## src/rtl/ram8221_pkg.sv

```systemverilog
// Shared types and constants for the 82S21 32x2 write-while-read RAM controller.
package ram8221_pkg;

  localparam int unsigned RAM_DEPTH = 32;
  localparam int unsigned RAM_AW    = 5;
  localparam int unsigned RAM_DW    = 2;

  typedef enum logic [3:0] {
    CLR_SETUP,
    CLR_PULSE,
    CLR_HOLD,
    IDLE,
    RD_ACCESS,
    RD_LATCH,
    WR_SETUP,
    WR_PULSE,
    WR_HOLD,
    RESP
  } state_e;

  typedef struct packed {
    logic       ce;
    logic       strobe;
    logic [1:0] we_n;    // {we1_n, we0_n}
    logic       wclk_n;
  } ram_ctl_t;

  localparam ram_ctl_t CTL_IDLE = '{ce: 1'b0, strobe: 1'b0, we_n: 2'b11, wclk_n: 1'b1};

  // RAM control levels that must be present while the FSM sits in state s.
  function automatic ram_ctl_t ctl_for(state_e s);
    ram_ctl_t c;
    c = CTL_IDLE;
    unique case (s)
      CLR_SETUP, CLR_HOLD, WR_SETUP, WR_HOLD: begin
        c.ce     = 1'b1;
        c.strobe = 1'b1;
        c.we_n   = 2'b00;
      end
      CLR_PULSE, WR_PULSE: begin
        c.ce     = 1'b1;
        c.strobe = 1'b1;
        c.we_n   = 2'b00;
        c.wclk_n = 1'b0;
      end
      RD_ACCESS: begin
        c.ce     = 1'b1;
        c.strobe = 1'b1;
      end
      RD_LATCH: begin
        c.ce     = 1'b1;
      end
      default: c = CTL_IDLE;
    endcase
    return c;
  endfunction

endpackage

```

## src/rtl/ram8221_phase_timer.sv

```systemverilog
// 4-bit phase down counter: loaded on phase entry, done when it reaches zero.
module ram8221_phase_timer #(
  parameter logic [3:0] RST_VAL = '0
) (
  input  logic       clk,
  input  logic       reset,
  input  logic       load,
  input  logic [3:0] load_val,
  output logic       done
);

  logic [3:0] count;

  always_ff @(posedge clk or posedge reset) begin
    if (reset) begin
      count <= RST_VAL;
    end else if (load) begin
      count <= load_val;
    end else if (count != '0) begin
      count <= count - 4'd1;
    end
  end

  assign done = (count == '0);

endmodule

```

## src/rtl/ram8221_ctl.sv

```systemverilog
// Request/response controller for one 82S21 32x2 RAM, with zero-fill sweep after reset.
module ram8221_ctl
  import ram8221_pkg::*;
#(
  parameter int unsigned T_SETUP        = 1,
  parameter int unsigned T_PULSE        = 2,
  parameter int unsigned T_HOLD         = 1,
  parameter int unsigned T_ACCESS       = 2,
  parameter bit          CLEAR_ON_RESET = 1'b1
) (
  input  logic              clk,
  input  logic              reset,
  input  logic              req_valid,
  output logic              req_ready,
  input  logic              req_write,
  input  logic [RAM_AW-1:0] req_addr,
  input  logic [RAM_DW-1:0] req_wdata,
  output logic              rsp_valid,
  input  logic              rsp_ready,
  output logic [RAM_DW-1:0] rsp_rdata,
  output logic              rsp_err,
  output logic              init_done,
  output logic [RAM_AW-1:0] ram_a,
  output logic [RAM_DW-1:0] ram_i,
  output logic              ram_ce,
  output logic              ram_strobe,
  output logic              ram_we0_n,
  output logic              ram_we1_n,
  output logic              ram_wclk_n,
  input  logic [RAM_DW-1:0] ram_d
);

  localparam state_e RST_STATE = CLEAR_ON_RESET ? CLR_SETUP : IDLE;

  state_e     state, next;
  ram_ctl_t   ctl;
  logic       accept;
  logic       clr_last;
  logic       tmr_load;
  logic       tmr_done;
  logic [3:0] tmr_val;

  assign accept   = req_valid && req_ready;
  assign clr_last = (ram_a == RAM_AW'(RAM_DEPTH - 1));

  // Reset preloads T_SETUP (not T_SETUP-1): the first cycle after release
  // lets the registered controls catch up with the CLR_SETUP state.
  ram8221_phase_timer #(
    .RST_VAL(4'(T_SETUP))
  ) u_timer (
    .clk     (clk),
    .reset   (reset),
    .load    (tmr_load),
    .load_val(tmr_val),
    .done    (tmr_done)
  );

  always_ff @(posedge clk or posedge reset) begin
    if (reset) begin
      state <= RST_STATE;
    end else begin
      state <= next;
    end
  end

  always_comb begin
    next = state;
    unique case (state)
      CLR_SETUP: if (tmr_done) next = CLR_PULSE;
      CLR_PULSE: if (tmr_done) next = CLR_HOLD;
      CLR_HOLD:  if (tmr_done) next = clr_last ? IDLE : CLR_SETUP;
      IDLE:      if (accept)   next = req_write ? WR_SETUP : RD_ACCESS;
      RD_ACCESS: if (tmr_done) next = RD_LATCH;
      RD_LATCH:                next = RESP;
      WR_SETUP:  if (tmr_done) next = WR_PULSE;
      WR_PULSE:  if (tmr_done) next = WR_HOLD;
      WR_HOLD:   if (tmr_done) next = RESP;
      RESP:      if (rsp_ready) next = IDLE;
      default:                 next = RST_STATE;
    endcase
  end

  always_comb begin
    tmr_load = (next != state);
    tmr_val  = '0;
    unique case (next)
      CLR_SETUP, WR_SETUP: tmr_val = 4'(T_SETUP - 1);
      CLR_PULSE, WR_PULSE: tmr_val = 4'(T_PULSE - 1);
      CLR_HOLD,  WR_HOLD:  tmr_val = 4'(T_HOLD - 1);
      RD_ACCESS:           tmr_val = 4'(T_ACCESS - 1);
      default:             tmr_val = '0;
    endcase
  end

  // Outputs are registered from the next state so they line up with state.
  always_ff @(posedge clk or posedge reset) begin
    if (reset) begin
      ctl       <= CTL_IDLE;
      ram_a     <= '0;
      ram_i     <= '0;
      req_ready <= 1'b0;
      rsp_valid <= 1'b0;
      rsp_rdata <= '0;
      rsp_err   <= 1'b0;
      init_done <= !CLEAR_ON_RESET;
    end else begin
      ctl       <= ctl_for(next);
      req_ready <= (next == IDLE);
      rsp_valid <= (next == RESP);

      if (accept) begin
        ram_a <= req_addr;
        if (req_write) ram_i <= req_wdata;
      end else if (state == CLR_HOLD && tmr_done && !clr_last) begin
        ram_a <= ram_a + 1'b1;
      end

      if (state == CLR_HOLD && tmr_done && clr_last) init_done <= 1'b1;

      if (state == RD_LATCH) begin
        rsp_rdata <= ram_d;
        rsp_err   <= 1'b0;
      end else if (state == WR_HOLD && tmr_done) begin
        rsp_rdata <= ram_d;
        rsp_err   <= (ram_d != ram_i);
      end
    end
  end

  assign ram_ce     = ctl.ce;
  assign ram_strobe = ctl.strobe;
  assign ram_we0_n  = ctl.we_n[0];
  assign ram_we1_n  = ctl.we_n[1];
  assign ram_wclk_n = ctl.wclk_n;

endmodule

```

## config.mk

```make
export PLATFORM = sky130hd
export DESIGN_NAME = ram8221_ctl
export DESIGN_NICKNAME = d
export VERILOG_FILES = /design/src/rtl/ram8221_pkg.sv /design/src/rtl/ram8221_phase_timer.sv /design/src/rtl/ram8221_ctl.sv
export SDC_FILE = /design/constraint.sdc
export NUM_CORES = 1
export LEC_CHECK = 0
export BUFFER_PORTS_ARGS = -buffer_cell sky130_fd_sc_hd__buf_2
export CORE_ASPECT_RATIO = 1.1
export CORE_MARGIN = 2
export CORE_UTILIZATION = 45
export DETAILED_ROUTE_END_ITERATION = 10
export GPL_TIMING_DRIVEN = 0
export HOLD_SLACK_MARGIN = 0.08
export PLACE_DENSITY = 0.71
export SYNTH_ARGS = -nofsm -noshare
export SYNTH_HDL_FRONTEND = slang
export SYNTH_SLANG_ARGS = --single-unit
```

## constraint.sdc

```tcl
create_clock -name clk -period 3.1 [get_ports clk]
set_clock_uncertainty 0.15 [all_clocks]
set_input_delay 0.62 -clock clk [delete_from_list [all_inputs] [get_ports clk]]
set_output_delay 0.62 -clock clk [all_outputs]
set_load 0.01 [all_outputs]
```

==> flow_summary.toml <==
[finish]
nets = 204
regArea_um2 = 629
final_util_pct = 54.9
fillers = 295
layout-drive-gt1-share_pct = 29.2
stdcell_count = 219
multiInputGateArea_um2 = 762
area_delta_synth_final_pct = 15.3
num_antenna_cells = 0
fin_area_um2 = 1690

[clocking]
clock_sinks = 25
clkTransAtPathRegs_ns = 0.13
postCtsSetupRepairBufs = 0
cts_tree = "done"
cts_resized = 0
clk_latency_ns = 0.32
clockBufferDepth = 2
root_buffer = "clkbuf_4"
cts_hold_buf = 0
htreeDepth = 1
cts_buffers = 3

[die]
core_um2 = 3070
die_x_um = 58.4
die_h_um = 63.8
start_util_pct = 47.7
rows = 21
io_pins = 32
dieArea_um2 = 3730

[global_route]
grt_max_degree = 26
grt_pass1_wl_um = 5430
antenna_found_initial = 0
grt_pass1_vias = 1238
groute.usage.overall_pct = 18.7
grt_overflow = 0

[logic_synthesis]
synthesis.nets = 168
syn-cell-area_um2 = 1470
seq_area_frac_synth_pct = 43.0
ys.warnings.count = 0
synth.largest_area_cell = "dfrtp_1"
synth.distinct_cells = 50
synth-seq-cells = 25
synth_async_sr_flop_share_pct = 100
synth_ff_type = "dfrtp_1"
yosysTopAreaCellShare_pct = 37.6
synth.area.top_cells = "dfrtp_1 38%, a21oi_1 5.8%, dfstp_2 5.4%, mux2_2 3.8%, ha_1 3.4%"
syn_area_per_cell_um2 = 9.77
synth_edf_count = 0
syn_inst = 150

[setup_path]
worstSetupEndpoint = "u_timer.count[0]"
crit_arrival_ns = 2.79
required_ns = 3.21
r2r-end = "u_timer.count[0]"
crit_fanout = 9
timing.reg2reg.setup_slack_ns = 0.42
worstSetupPathType = "flip-flop to flip-flop"
cp-startpoint = "u_timer.count[0]"
endpoint_kind = "flip-flop"
reg2reg_depth = 9
reg2reg_from = "u_timer.count[0]"
worst_setup_path_start_kind = "flip-flop"

[timing]
drv_slew = 0
relSlewSlack_pct = 38.0
fin_crit_ns = 2.68
finalCritPeriodShare_pct = 86.4
fmax_mhz = 373
rsz0062_at_grt = "false"
setup_viol = 0
finalHoldWorstSlack_ns = 0.323
hold_viol = 0
worst_pin_slew_ns = 0.929
tns_ns = 0
setup_ws_ns = 0.422

[routing]
drt_iter0_drc = 35
drt_pass1_iterations = 4
routed_wl_um = 3120
viasPerCell = 5.58
antenna_left = 0
drc_errors = 0
num_vias = 1221
routedWlPerCell_um = 14.3

[worst_hold_path]
hold_class = "flip-flop to flip-flop"

[placed_design]
io_buffers = 31
place_congestion = 0.853
hpwlAfterDp_um = 2370
dp_slack_ns = 0.454
dpl-instance-area_um2 = 1660
place_inst = 215

[power_and_ir_drop]
swShare_pct = 43.7
p_seq_share_pct = 31.7
p_total_mw = 1.82
power_density_nw_per_um2 = 1080
comb_power_share_pct = 60.2
peakVddDrop_v = 0.000621
p_leak_nw = 0.766
intPower_mw = 1.03
switching_power_uw = 796
clock_power_share_pct = 8.0

[status]
status = "completed"

[flow_run]
drv_cap = 0
power by group through the flow:
stage / Clock [mW] / Combinational (mW) / Sequential (mW)
2_1_floorplan: 0 / 0.796 / 0.611
3_3_place_gp: 0 / 1.08 / 0.575
3_5_place_dp: 0 / 1.10 / 0.588
4_1_cts: 0.151 / 1.10 / 0.581
5_1_grt: 0.162 / 1.23 / 0.597
6_report: 0.147 / 1.10 / 0.578
cell usage after synthesis, drive strengths merged (2+ instances only):
cell / instances
ha: 4
o22ai: 2
xor2: 2
nand4: 2
dfstp: 3
mux2i: 3
or2: 2
buf: 4
a31oi: 3
nor2b: 2
o21ai: 4
nor2: 11
clkbuf: 3
nor3: 4
nand3b: 2
and3: 2
and2: 2
xnor2: 4
nand2b: 6
dfrtp: 22
or3: 2
inv: 9
nand2: 5
nand3: 8
mux2: 5
a21oi: 17
final cells by class:
cell class | instances | share of cell area, %
multi-input combinational | 109 | 45.1
sequential | 25 | 37.3
timing repair buffer | 31 | 9.19
tap | 34 | 2.52
buffer | 7 | 2.37
inverter | 9 | 2.00
clock buffer | 4 | 1.56
metal layers:
layer	track usage (%)	vias up	part of all wire, %
met3	1.82	7	3.5
li1	-	603	-
met4	7.27	0	2.1
met1	24.1	582	44
met2	31.7	29	50
met5	0	-	0
cells in the final DEF (no fill, tap or decap), types with 3 or more instances in the layout:
| cell | n |
|---|---|
| buf_2 | 33 |
| o21ai_0 | 3 |
| dfrtp_1 | 22 |
| nand2_1 | 5 |
| xnor2_1 | 4 |
| mux2i_1 | 3 |
| inv_1 | 9 |
| nor2_1 | 11 |
| ha_1 | 4 |
| a31oi_1 | 3 |
| mux2_2 | 5 |
| nor3_1 | 3 |
| a21oi_1 | 17 |
| nand2b_1 | 6 |
| clkbuf_1 | 4 |
| nand3_1 | 7 |
| dfstp_2 | 3 |
| clkbuf_4 | 3 |
worst min-delay path by stage:
stage	slack [ns]	start	cells past startpoint	to
5_1_grt	0.34	init_done	1	init_done
2_1_floorplan	0.34	init_done	1	init_done
3_3_place_gp	0.29	init_done	1	init_done
4_1_cts	0.32	init_done	1	init_done
6_report	0.32	init_done	1	init_done
3_5_place_dp	0.29	init_done	1	init_done
cells by family (layout without fill, tap and decap cells):
logic type	Yosys count	count (layout)	share of synthesized area, %
simple gates	54	54	22.9
compound gates	37	37	16.2
flops	25	25	43.0
buf+inv	16	51	5.04
mux	8	8	5.89
xor+xnor	6	6	3.59
fa+ha+maj	4	4	3.42
critical path: stages (launching register included):
cell	delay (ns)
dfstp_2	0.57
inv_1	0.04
ha_1	0.25
nor3b_4	0.20
a2111oi_0	0.52
a311o_1	0.21
buf_6	0.14
and3_4	0.17
o32ai_2	0.08
mux2_2	0.27
sequential cells by signal (all words and copies together) (netlist names):
signal / count
init_done: 1
ram_a: 5
ram_ce: 1
ram_i: 2
ram_strobe: 1
ram_wclk_n: 1
ram_we0_n: 1
req_ready: 1
rsp_err: 1
rsp_rdata: 2
rsp_valid: 1
state: 4
u_timer.count: 4
No activity file was read; power rests on OpenSTA's default activity.
